[config.mk]
export PLATFORM = sky130hd
export DESIGN_NAME = tiny1_irqctl
export DESIGN_NICKNAME = d
export VERILOG_FILES = /design/src/rtl/tiny1_irq_pkg.sv /design/src/rtl/tiny1_irq_sync.sv /design/src/rtl/tiny1_irqctl.sv
export SDC_FILE = /design/constraint.sdc
export NUM_CORES = 1
export LEC_CHECK = 0
export BUFFER_PORTS_ARGS = -buffer_cell sky130_fd_sc_hd__buf_2
export CORE_MARGIN = 4
export CORE_UTILIZATION = 46
export DETAILED_ROUTE_END_ITERATION = 16
export MAX_ROUTING_LAYER = met4
export PLACE_DENSITY = 0.75
export SLEW_MARGIN = 15
export SYNTH_ARGS = -nofsm -noshare
export SYNTH_HDL_FRONTEND = slang
export SYNTH_SLANG_ARGS = --single-unit
[constraint.sdc]
create_clock -name clk -period 1.5 [get_ports clk]
set_input_delay 0.225 -clock clk [delete_from_list [all_inputs] [get_ports clk]]
set_output_delay 0.225 -clock clk [all_outputs]
set_load 0.02 [all_outputs]
[src/rtl/tiny1_irq_pkg.sv]
// Shared definitions for the tiny1 interrupt controller: register offsets,
// CAUSE layout and the lowest-index-wins priority encoder.
package tiny1_irq_pkg;

  localparam logic [3:0] IRQ_OFF_PENDING = 4'h0;
  localparam logic [3:0] IRQ_OFF_MASK    = 4'h2;
  localparam logic [3:0] IRQ_OFF_CAUSE   = 4'h4;
  localparam logic [3:0] IRQ_OFF_CLEAR   = 4'h6;
  localparam logic [3:0] IRQ_OFF_SWTRIG  = 4'h8;

  localparam int CAUSE_VALID_BIT = 15;

  typedef struct packed {
    logic       valid;
    logic [3:0] idx;
  } prio_t;

  // Index 0 is the highest priority, so scanning downward lets the lowest set bit win.
  function automatic prio_t prio_lowest(input logic [15:0] v);
    prio_t r;
    r.valid = 1'b0;
    r.idx   = 4'd0;
    for (int i = 15; i >= 0; i--) begin
      if (v[i]) begin
        r.valid = 1'b1;
        r.idx   = 4'(i);
      end
    end
    return r;
  endfunction

endpackage

[src/rtl/tiny1_irq_sync.sv]
// Per-source synchroniser chain followed by a rising-edge detector.
// rise is high for exactly one clock per synchronised 0->1 transition.
module tiny1_irq_sync #(
  parameter int SYNC_STAGES = 2
) (
  input  logic clk,
  input  logic rst,
  input  logic d,
  output logic rise
);

  logic [SYNC_STAGES-1:0] chain;
  logic                   last_q;

  always_ff @(posedge clk or negedge rst) begin
    if (!rst) begin
      chain  <= '0;
      last_q <= 1'b0;
    end else begin
      chain  <= {chain[SYNC_STAGES-2:0], d};
      last_q <= chain[SYNC_STAGES-1];
    end
  end

  assign rise = chain[SYNC_STAGES-1] & ~last_q;

endmodule

[src/rtl/tiny1_irqctl.sv]
// Interrupt controller feeding the tiny1 core irq/irqack pair, with a small MMIO register file.
// Optional build macro TINY1_IRQCTL_SWTRIG_EN adds the software-trigger register at +8.
module tiny1_irqctl
  import tiny1_irq_pkg::*;
#(
  parameter int          NSRC        = 8,
  parameter logic [15:0] BASE_ADDR   = 16'hFF00,
  parameter int          SYNC_STAGES = 2
) (
  input  logic            clk,
  input  logic            rst,
  input  logic [NSRC-1:0] src,
  output logic            irq,
  input  logic            irqack,
  input  logic [15:0]     mem_addr,
  input  logic [15:0]     mem_data_o,
  input  logic            mem_wr,
  input  logic            mem_rd,
  output logic [15:0]     mmio_rdata,
  output logic            mmio_rsel
);

  logic [NSRC-1:0] rise;
  logic [NSRC-1:0] pending;
  logic [NSRC-1:0] mask;
  logic [NSRC-1:0] active;
  logic [NSRC-1:0] set_vec;
  logic [NSRC-1:0] clr_vec;
  logic [NSRC-1:0] pending_nxt;
  logic [3:0]      off;
  logic            hit;
  logic            wr_hit;
  logic            rd_hit;
  logic            irqack_q;
  logic            capture;
  prio_t           top;
  logic            cause_valid;
  logic [3:0]      cause_idx;
  logic [15:0]     rd_mux;
  logic            unused_data;

  assign hit    = (mem_addr[15:4] == BASE_ADDR[15:4]);
  assign off    = mem_addr[3:0];
  assign wr_hit = mem_wr & hit;
  assign rd_hit = mem_rd & hit;

  assign unused_data = ^mem_data_o[15:NSRC];

  for (genvar gi = 0; gi < NSRC; gi++) begin : g_sync
    tiny1_irq_sync #(
      .SYNC_STAGES(SYNC_STAGES)
    ) u_sync (
      .clk  (clk),
      .rst  (rst),
      .d    (src[gi]),
      .rise (rise[gi])
    );
  end

  assign active  = pending & mask;
  assign top     = prio_lowest(16'(active));
  assign capture = irqack & ~irqack_q;

  // Set sources beat clear sources, so a same-cycle edge survives a CLEAR or an ack capture.
  always_comb begin
    set_vec = rise;
`ifdef TINY1_IRQCTL_SWTRIG_EN
    if (wr_hit && (off == IRQ_OFF_SWTRIG)) begin
      set_vec = set_vec | mem_data_o[NSRC-1:0];
    end
`endif
    clr_vec = '0;
    if (wr_hit && (off == IRQ_OFF_CLEAR)) begin
      clr_vec = mem_data_o[NSRC-1:0];
    end
    for (int i = 0; i < NSRC; i++) begin
      if (capture && top.valid && (top.idx == 4'(i))) begin
        clr_vec[i] = 1'b1;
      end
    end
    pending_nxt = (pending & ~clr_vec) | set_vec;
  end

  always_comb begin
    rd_mux = '0;
    case (off)
      IRQ_OFF_PENDING: rd_mux = 16'(pending);
      IRQ_OFF_MASK:    rd_mux = 16'(mask);
      IRQ_OFF_CAUSE: begin
        rd_mux[CAUSE_VALID_BIT] = cause_valid;
        rd_mux[3:0]             = cause_idx;
      end
      default:         rd_mux = '0;
    endcase
  end

  always_ff @(posedge clk or negedge rst) begin
    if (!rst) begin
      pending     <= '0;
      mask        <= '0;
      irqack_q    <= 1'b0;
      cause_valid <= 1'b0;
      cause_idx   <= 4'd0;
      irq         <= 1'b0;
      mmio_rdata  <= 16'h0000;
      mmio_rsel   <= 1'b0;
    end else begin
      pending  <= pending_nxt;
      irqack_q <= irqack;
      irq      <= (|active) & ~irqack;
      if (wr_hit && (off == IRQ_OFF_MASK)) begin
        mask <= mem_data_o[NSRC-1:0];
      end
      // A capture with nothing eligible records an invalid CAUSE (index 0, valid 0).
      if (capture) begin
        cause_valid <= top.valid;
        cause_idx   <= top.idx;
      end
      mmio_rsel  <= rd_hit;
      mmio_rdata <= rd_hit ? rd_mux : 16'h0000;
    end
  end

endmodule

Yosys cells after proc, flatten, opt, wreduce, memory -nomap -nowiden

Index checks and enable logic that the tools add are counted.

Memory bits (read-only): 0
Output and inout port bits: 18
Memories: 0
Word-level logic and storage cells: 96
Bits in writable memories: 0
Bits of input ports: 45
Bits in latches: 0
Bits in registers: 64

Mux-type cells: 21
Shift operators: 0
$lt $le $gt $ge: 0
$add $sub $neg: 0
$mul: 0
Div/mod/pow operators: 0
Eq/ne operators: 11
Bitwise gates (word level): 26
Reduce and logical (&&, ||, !) cells: 14

Operators by type and width:

| kind                 | number |
|---|---|
| $mux 5               | 8 |
| $eq 4x3->1 const B   | 6 |
| $and 8x8->8          | 2 |
| $mux 16              | 1 |
| $and 1x1->1          | 12 |
| $eq 12x12->1 const B | 1 |
| $eq 4x2->1 const B   | 3 |
| $pmux 4 s3           | 1 |
| $logic_and 1x1->1    | 11 |
| $not 1->1            | 10 |
| $mux 1               | 9 |
| $logic_not 4->1      | 2 |
| $mux 8               | 1 |
| $not 8->8            | 1 |
| $or 8x8->8           | 1 |
| $pmux 4 s2           | 1 |
| $reduce_or 8->1      | 1 |
| $eq 4x1->1 const B   | 1 |

Logic depth before layout (Yosys ltp)

Depth in word-level cells: 15
Gate-level depth with buffers: 5
Depth with buffers taken out: 5

Cells and area by module

Synthesis repeated with hierarchy kept, for this count alone.

Cell total of the unflattened synthesis: 176
Area, all modules: 2292.2 sq um

By module, submodules not included:

| module         | times used | area an instance (sq um) | seq. area each (sq um) | cells each |
|---|---|---|---|---|
| tiny1_irqctl   | 1          | 1581.5                   | 800.8                  | 144 |
| tiny1_irq_sync | 8          | 88.8                     | 75.1                   | 4 |

Least setup slack after synthesis

Ideal clock, no wire load.

Path type: input to register
Start: in mem_addr[5]
End: reg mask[0]
Data arrival time: 1.533 ns
Required time: 1.375 ns
Path slack: -0.158 ns
Setup time: 0.125 ns
Cell stages on the path: 5
Buffers on the path: 0
Cells stage by stage: or4_4 > nor2_8 > nand3_2 > nor2_8 > mux2_4

Word-level cells in the longest chain between the ends: 3

RTL lines:

| element              | line                | text |
|---|---|---|
| from (decl)          | tiny1_irqctl.sv:15  | `input logic [15:0] mem_addr,` |
| $eq 12x12->1         | tiny1_irqctl.sv:42  | `assign hit = (mem_addr[15:4] == BASE_ADDR[15:4]);` |
| $and 1x1->1          | tiny1_irqctl.sv:44  | `assign wr_hit = mem_wr & hit;` |
| $logic_and 1x1->1    | tiny1_irqctl.sv:111 | `if (wr_hit && (off == IRQ_OFF_MASK)) begin` |
| to (signal assigned) | tiny1_irqctl.sv:112 | `mask <= mem_data_o[NSRC-1:0];` |
| to (decl)            | tiny1_irqctl.sv:25  | `logic [NSRC-1:0] mask;` |

Every way passes these cells.
A chain may end at the register's enable or synchronous reset.

Worst setup path in the final report

Start: reg pending[1]
End: reg pending[5]

Word-level cells in the longest chain between the ends: 9
Elaborated cells between the ends (all ways): 10
Classes of those cells: eq/ne: 1; mux: 3; bitwise: 4; reduce/logical: 2

RTL lines:

| element                                                | line                | text |
|---|---|---|
| from (decl)                                            | tiny1_irqctl.sv:24  | `logic [NSRC-1:0] pending;` |
| from (signal assigned)                                 | tiny1_irqctl.sv:108 | `pending <= pending_nxt;` |
| $and 8x8->8 *                                          | tiny1_irqctl.sv:60  | `assign active = pending & mask;` |
| $mux 5 * (2 in series)                                 | tiny1_irq_pkg.sv:24 | `if (v[i]) begin` |
| $eq 4x3->1 / $logic_and 1x1->1 (equally long branches) | tiny1_irqctl.sv:77  | `if (capture && top.valid && (top.idx == 4'(i))) begin` |
| $logic_and 1x1->1 *                                    | tiny1_irqctl.sv:77  |  |
| $mux 1 *                                               | tiny1_irqctl.sv:77  |  |
| $not 8->8 *                                            | tiny1_irqctl.sv:81  | `pending_nxt = (pending & ~clr_vec) \| set_vec;` |
| $and 8x8->8 *                                          | tiny1_irqctl.sv:81  |  |
| $or 8x8->8 *                                           | tiny1_irqctl.sv:81  |  |
| named net pending_nxt[5]                               | tiny1_irqctl.sv:29  | `logic [NSRC-1:0] pending_nxt;` |

Mark *: on every way through the listed nets, which the timed path passes. The rest lies on a longest branch.

==> out/results.md <==
| Step | Quantity | Value |
| --- | --- | --- |
| yosys | Number of synthesized flops with an enable pin | 0 |
| global routing | GRT busiest layer | met2 |
| sta | Endpoints failing setup | 0 |
| finish | Post-route cell area | 3010 µm² |
| min path | Startpoint of the lowest-slack hold path | src[2] |
| drt | Number of antenna-violating nets in the routed design | 0 |
| sta | Final Cycle Share | 0.993 |
| yosys | Syn. warnings | 0 |
| yosys | Area share of the largest cell type after synthesis | 0.622 |
| die | Core Rows | 25 |
| drt | Number of DRC violations after detailed-routing iteration 0 | 120 |
| clocking | Clock tree from TritonCTS | built |
| worst setup path | Worst setup startpoint | pending[1]$_DFF_PN0_ |
| finish | Final cell count without fillers | 333 |
| drt | Routed wire length per instance | 13.7 µm |
| clocking | Clock Root Buffer | sky130_fd_sc_hd__clkbuf_8 |
| sta | Max Fclk | 671 MHz |
| pwr | Overall power | 2790 µW |
| global routing | Overall track demand over capacity in global routing | 0.156 |
| global routing | Maximum number of pins on one net before global-route repair | 22 |
| pwr | Largest voltage drop on the vdd net | 0.000520 V |
| yosys | Distinct cell type count of the synthesized netlist | 40 |
| clocking | CTS clock-pin slew for the worst setup and hold paths | 0.09 ns |
| drt | DRC Markers | 0 |
| finish | Utilization after layout | 0.637 |
| finish | Fraction of final layout cells with drive strength greater than 1 | 0.402 |
| yosys | Number of synthesized register bits | 56 |
| yosys | Leading register cell type out of synthesis | sky130_fd_sc_hd__dfrtp_1 |
| outcome | Result of the run | complete, no violations |
| die | Horiz. Die Dim | 78.0 µm |
| pwr | Leakage dissipation | 0.00151 µW |
| placed design | Placed wire-length estimate | 3.26 mm |
| placed design | Post-place instance area | 2740 µm² |
| die | Floorplan die height | 78.0 µm |
| die | I/O pin total | 63 |
| finish | Total inserted antenna cells | 0 |
| placed design | Post-placement cell count | 315 |
| yosys | Share of the yosys chip area belonging to registers | 0.622 |
| worst setup path | Nature of the critical path endpoint | flip-flop |
| flow run | Max_cap viols | 0 |
| sta | Max-slew violation count | 0 |
| pwr | PwrDens | 929 nW/µm² |
| drt | Average via count per standard cell | 4.82 |
| clocking | Clock latency of the later-clocked register in the worst-skew pair | 0.31 ns |
| placed design | Placer Congestion | 0.838 |
| global routing | GR Overflow Total | 0 |
| worst setup path | List of cells traversed by the critical path | nand2_2 > nand4_1 > or3b_4 > a311oi_2 > o32ai_1 |
| sta | Crit path time final | 1.49 ns |
| global routing | Met2 demand-to-capacity share in global routing | 0.249 |
| sta | Clock tree skew after final layout | 0.00367 ns |
| min path | HP Class | input port to flip-flop |
| worst setup path | Arrival time worst endpoint | 1.69 ns |
| clocking | H-tree depth | 2 |
| worst setup path | Data required time at the worst endpoint | 1.70 ns |
| clocking | Clock buffers created by TritonCTS | 5 |
| sta | RSZ-0062 raised after global routing | true |
| worst setup path | Largest fanout on the critical path | 3 |
| clocking | Clock sink count | 56 |
| drt | Detailed-route via count | 1,604 |
| worst setup path | Worst path slowest cell | sky130_fd_sc_hd__dfrtp_1 |
| die | Core outline area | 4720 µm² |
| yosys | Netlist area before placement | 2250 µm² |
| sta | Number of hold violations in the final report | 0 |
| global routing | Vias in the first global route | 1,564 |
| yosys | Most area-hungry cell type in the Yosys netlist | sky130_fd_sc_hd__dfrtp_1 |
| global routing | Met1 global-route usage | 0.191 |
| drt | First-pass detailed-route iteration total | 4 |
| global routing | Wire length of the first global-routing pass | 7.20 mm |
| yosys | Synthesized instance count | 182 |
| worst setup path | Maximum cell stage delay along the critical path | 0.42 ns |
| worst setup path | Startpoint kind of the worst setup timing path | flip-flop |
| finish | Final layout net count | 310 |
| global routing | Antenna violations before repair | 0 |
| clocking | Largest buffer count on any clock path | 2 |
| drt | Wire length after detailed routing | 4.56 mm |
| die | Effective utilization at floorplan | 0.477 |
| worst setup path | Worst flop-to-flop path startpoint | pending[1]$_DFF_PN0_ |
| yosys | Average footprint of a synthesized cell | 12.4 µm² |
| yosys | Top cells by area, synth | sky130_fd_sc_hd__dfrtp_1 62%, sky130_fd_sc_hd__mux2_4 5.3%, sky130_fd_sc_hd__mux2i_1 3.6% |
| finish | Synth-to-layout area growth | 33.6% |
| placed design | # port buffers | 47 |
| yosys | Fraction of synthesis flops using an asynchronous set or reset pin | 1.00 |
| die | Die area | 6080 µm² |
| global routing | Met3 routing resource usage after global routing | 0.0487 |
| worst setup path | Crit Path Category | flip-flop to flip-flop |
per-layer routing:
layer  vias to the layer above  share of wire
met5                         -              0
met4                         0          0.013
met3                         7          0.063
met2                        48           0.50
met1                       770           0.43
li1                        779              -
worst paths after layout:
kind / to / slack, ns / cells past startpoint
max: pending[5]$_DFF_PN0_ / 0.01 / 5
min: g_sync[2].u_sync.chain[0]$_DFF_PN0_ / 0.01 / 1
max reg2reg: pending[5]$_DFF_PN0_ / 0.01 / 5
min reg2reg: g_sync[2].u_sync.chain[1]$_DFF_PN0_ / 0.35 / 0
max in group asynchronous: g_sync[2].u_sync.last_q$_DFF_PN0_ / 0.65 / 3
min in group asynchronous: cause_valid$_DFFE_PN0P_ / 0.39 / 2
state kept, by name (all words and copies together) (netlist names):
register,count
cause_idx,3
mmio_rsel,1
mask,8
irqack_q,1
g_sync.u_sync.last_q,8
pending,8
irq,1
mmio_rdata,9
cause_valid,1
g_sync.u_sync.chain,16
power by group:
part	internal [µW]	switching, µW	total, µW
Combinational	82.4	99.9	182
Clock	589	469	1060
Sequential	1540	11.5	1550
Total	2210	580	2790
metrics by stage:
| stage | setup WS, ns | setup TNS, ns | hold slack [ns] |
|---|---|---|---|
| 2_1_floorplan | -0.136 | -1.27 | -0.0706 |
| 3_3_place_gp | -0.303 | -4.75 | 0.193 |
| 3_5_place_dp | -0.335 | -5.32 | 0.205 |
| 4_1_cts | 0.00737 | 0 | 0.00877 |
| 5_1_grt | -0.0301 | -0.105 | 0.00179 |
| 6_report | 0.00995 | 0 | 0.0146 |
layout by cell type (no fill, tap or decap), types with 2 or more instances in the layout:
cell type / n
sky130_fd_sc_hd__mux2i_1: 8
sky130_fd_sc_hd__dlygate4sd3_1: 6
sky130_fd_sc_hd__nor2_1: 14
sky130_fd_sc_hd__a32o_1: 4
sky130_fd_sc_hd__buf_2: 46
sky130_fd_sc_hd__nand2_2: 3
sky130_fd_sc_hd__nor3_1: 2
sky130_fd_sc_hd__nand4_1: 3
sky130_fd_sc_hd__o21ai_0: 8
sky130_fd_sc_hd__clkbuf_8: 7
sky130_fd_sc_hd__buf_12: 3
sky130_fd_sc_hd__mux2_4: 8
sky130_fd_sc_hd__nand2_1: 18
sky130_fd_sc_hd__nand3_1: 3
sky130_fd_sc_hd__nor2_8: 2
sky130_fd_sc_hd__a21oi_1: 4
sky130_fd_sc_hd__and2_1: 3
sky130_fd_sc_hd__dfrtp_1: 56
sky130_fd_sc_hd__a22o_1: 2
sky130_fd_sc_hd__conb_1: 7
sky130_fd_sc_hd__inv_1: 10
sky130_fd_sc_hd__buf_4: 24
cells by family (layout without fill, tap and decap cells):
logic type             after synthesis  in the layout  synth area share
multiplexers                        16             16            0.0889
buffers and inverters               20             98            0.0456
AO/OA/AOI/OAI                       28             28            0.0850
other                                1              7           0.00167
flip-flops                          56             56             0.622
AND/OR/NAND/NOR                     61             61             0.157
worst max-delay path: cells and delay by family, from the launching register on:
family          cells  cell delay (ns)
simple gates        3             0.63
flops               1             0.42
compound gates      2             0.33
what timing repair did:
item                                    4_1_cts  5_1_grt
hold buffers                                  1        5
pin swaps                                     1        4
endpoints found under the hold margin        16        5
resized for setup                             4        4
endpoints found under the setup margin        7       12
buffers inserted                              1        3
final cells by class:
cell class              instances  area [µm²]
inverters                      10        37.5
clock inverters                 1        30.0
repair buffers                 80         542
clock buffers                   7        96.3
flip-flops and latches         56        1400
fillers                       372        1720
multi-input cells             112         817
well taps                      67        83.8
synthesized netlist by cell type, types with 4 or more instances:
library cell / instances
sky130_fd_sc_hd__dfrtp_1: 56
sky130_fd_sc_hd__nand2_1: 21
sky130_fd_sc_hd__nor2_1: 14
sky130_fd_sc_hd__inv_1: 10
sky130_fd_sc_hd__mux2_4: 8
sky130_fd_sc_hd__mux2i_1: 8
sky130_fd_sc_hd__o21ai_0: 8
sky130_fd_sc_hd__buf_4: 7
sky130_fd_sc_hd__a21oi_1: 5
sky130_fd_sc_hd__a32o_1: 4
Power figures use the tool's default switching activity.
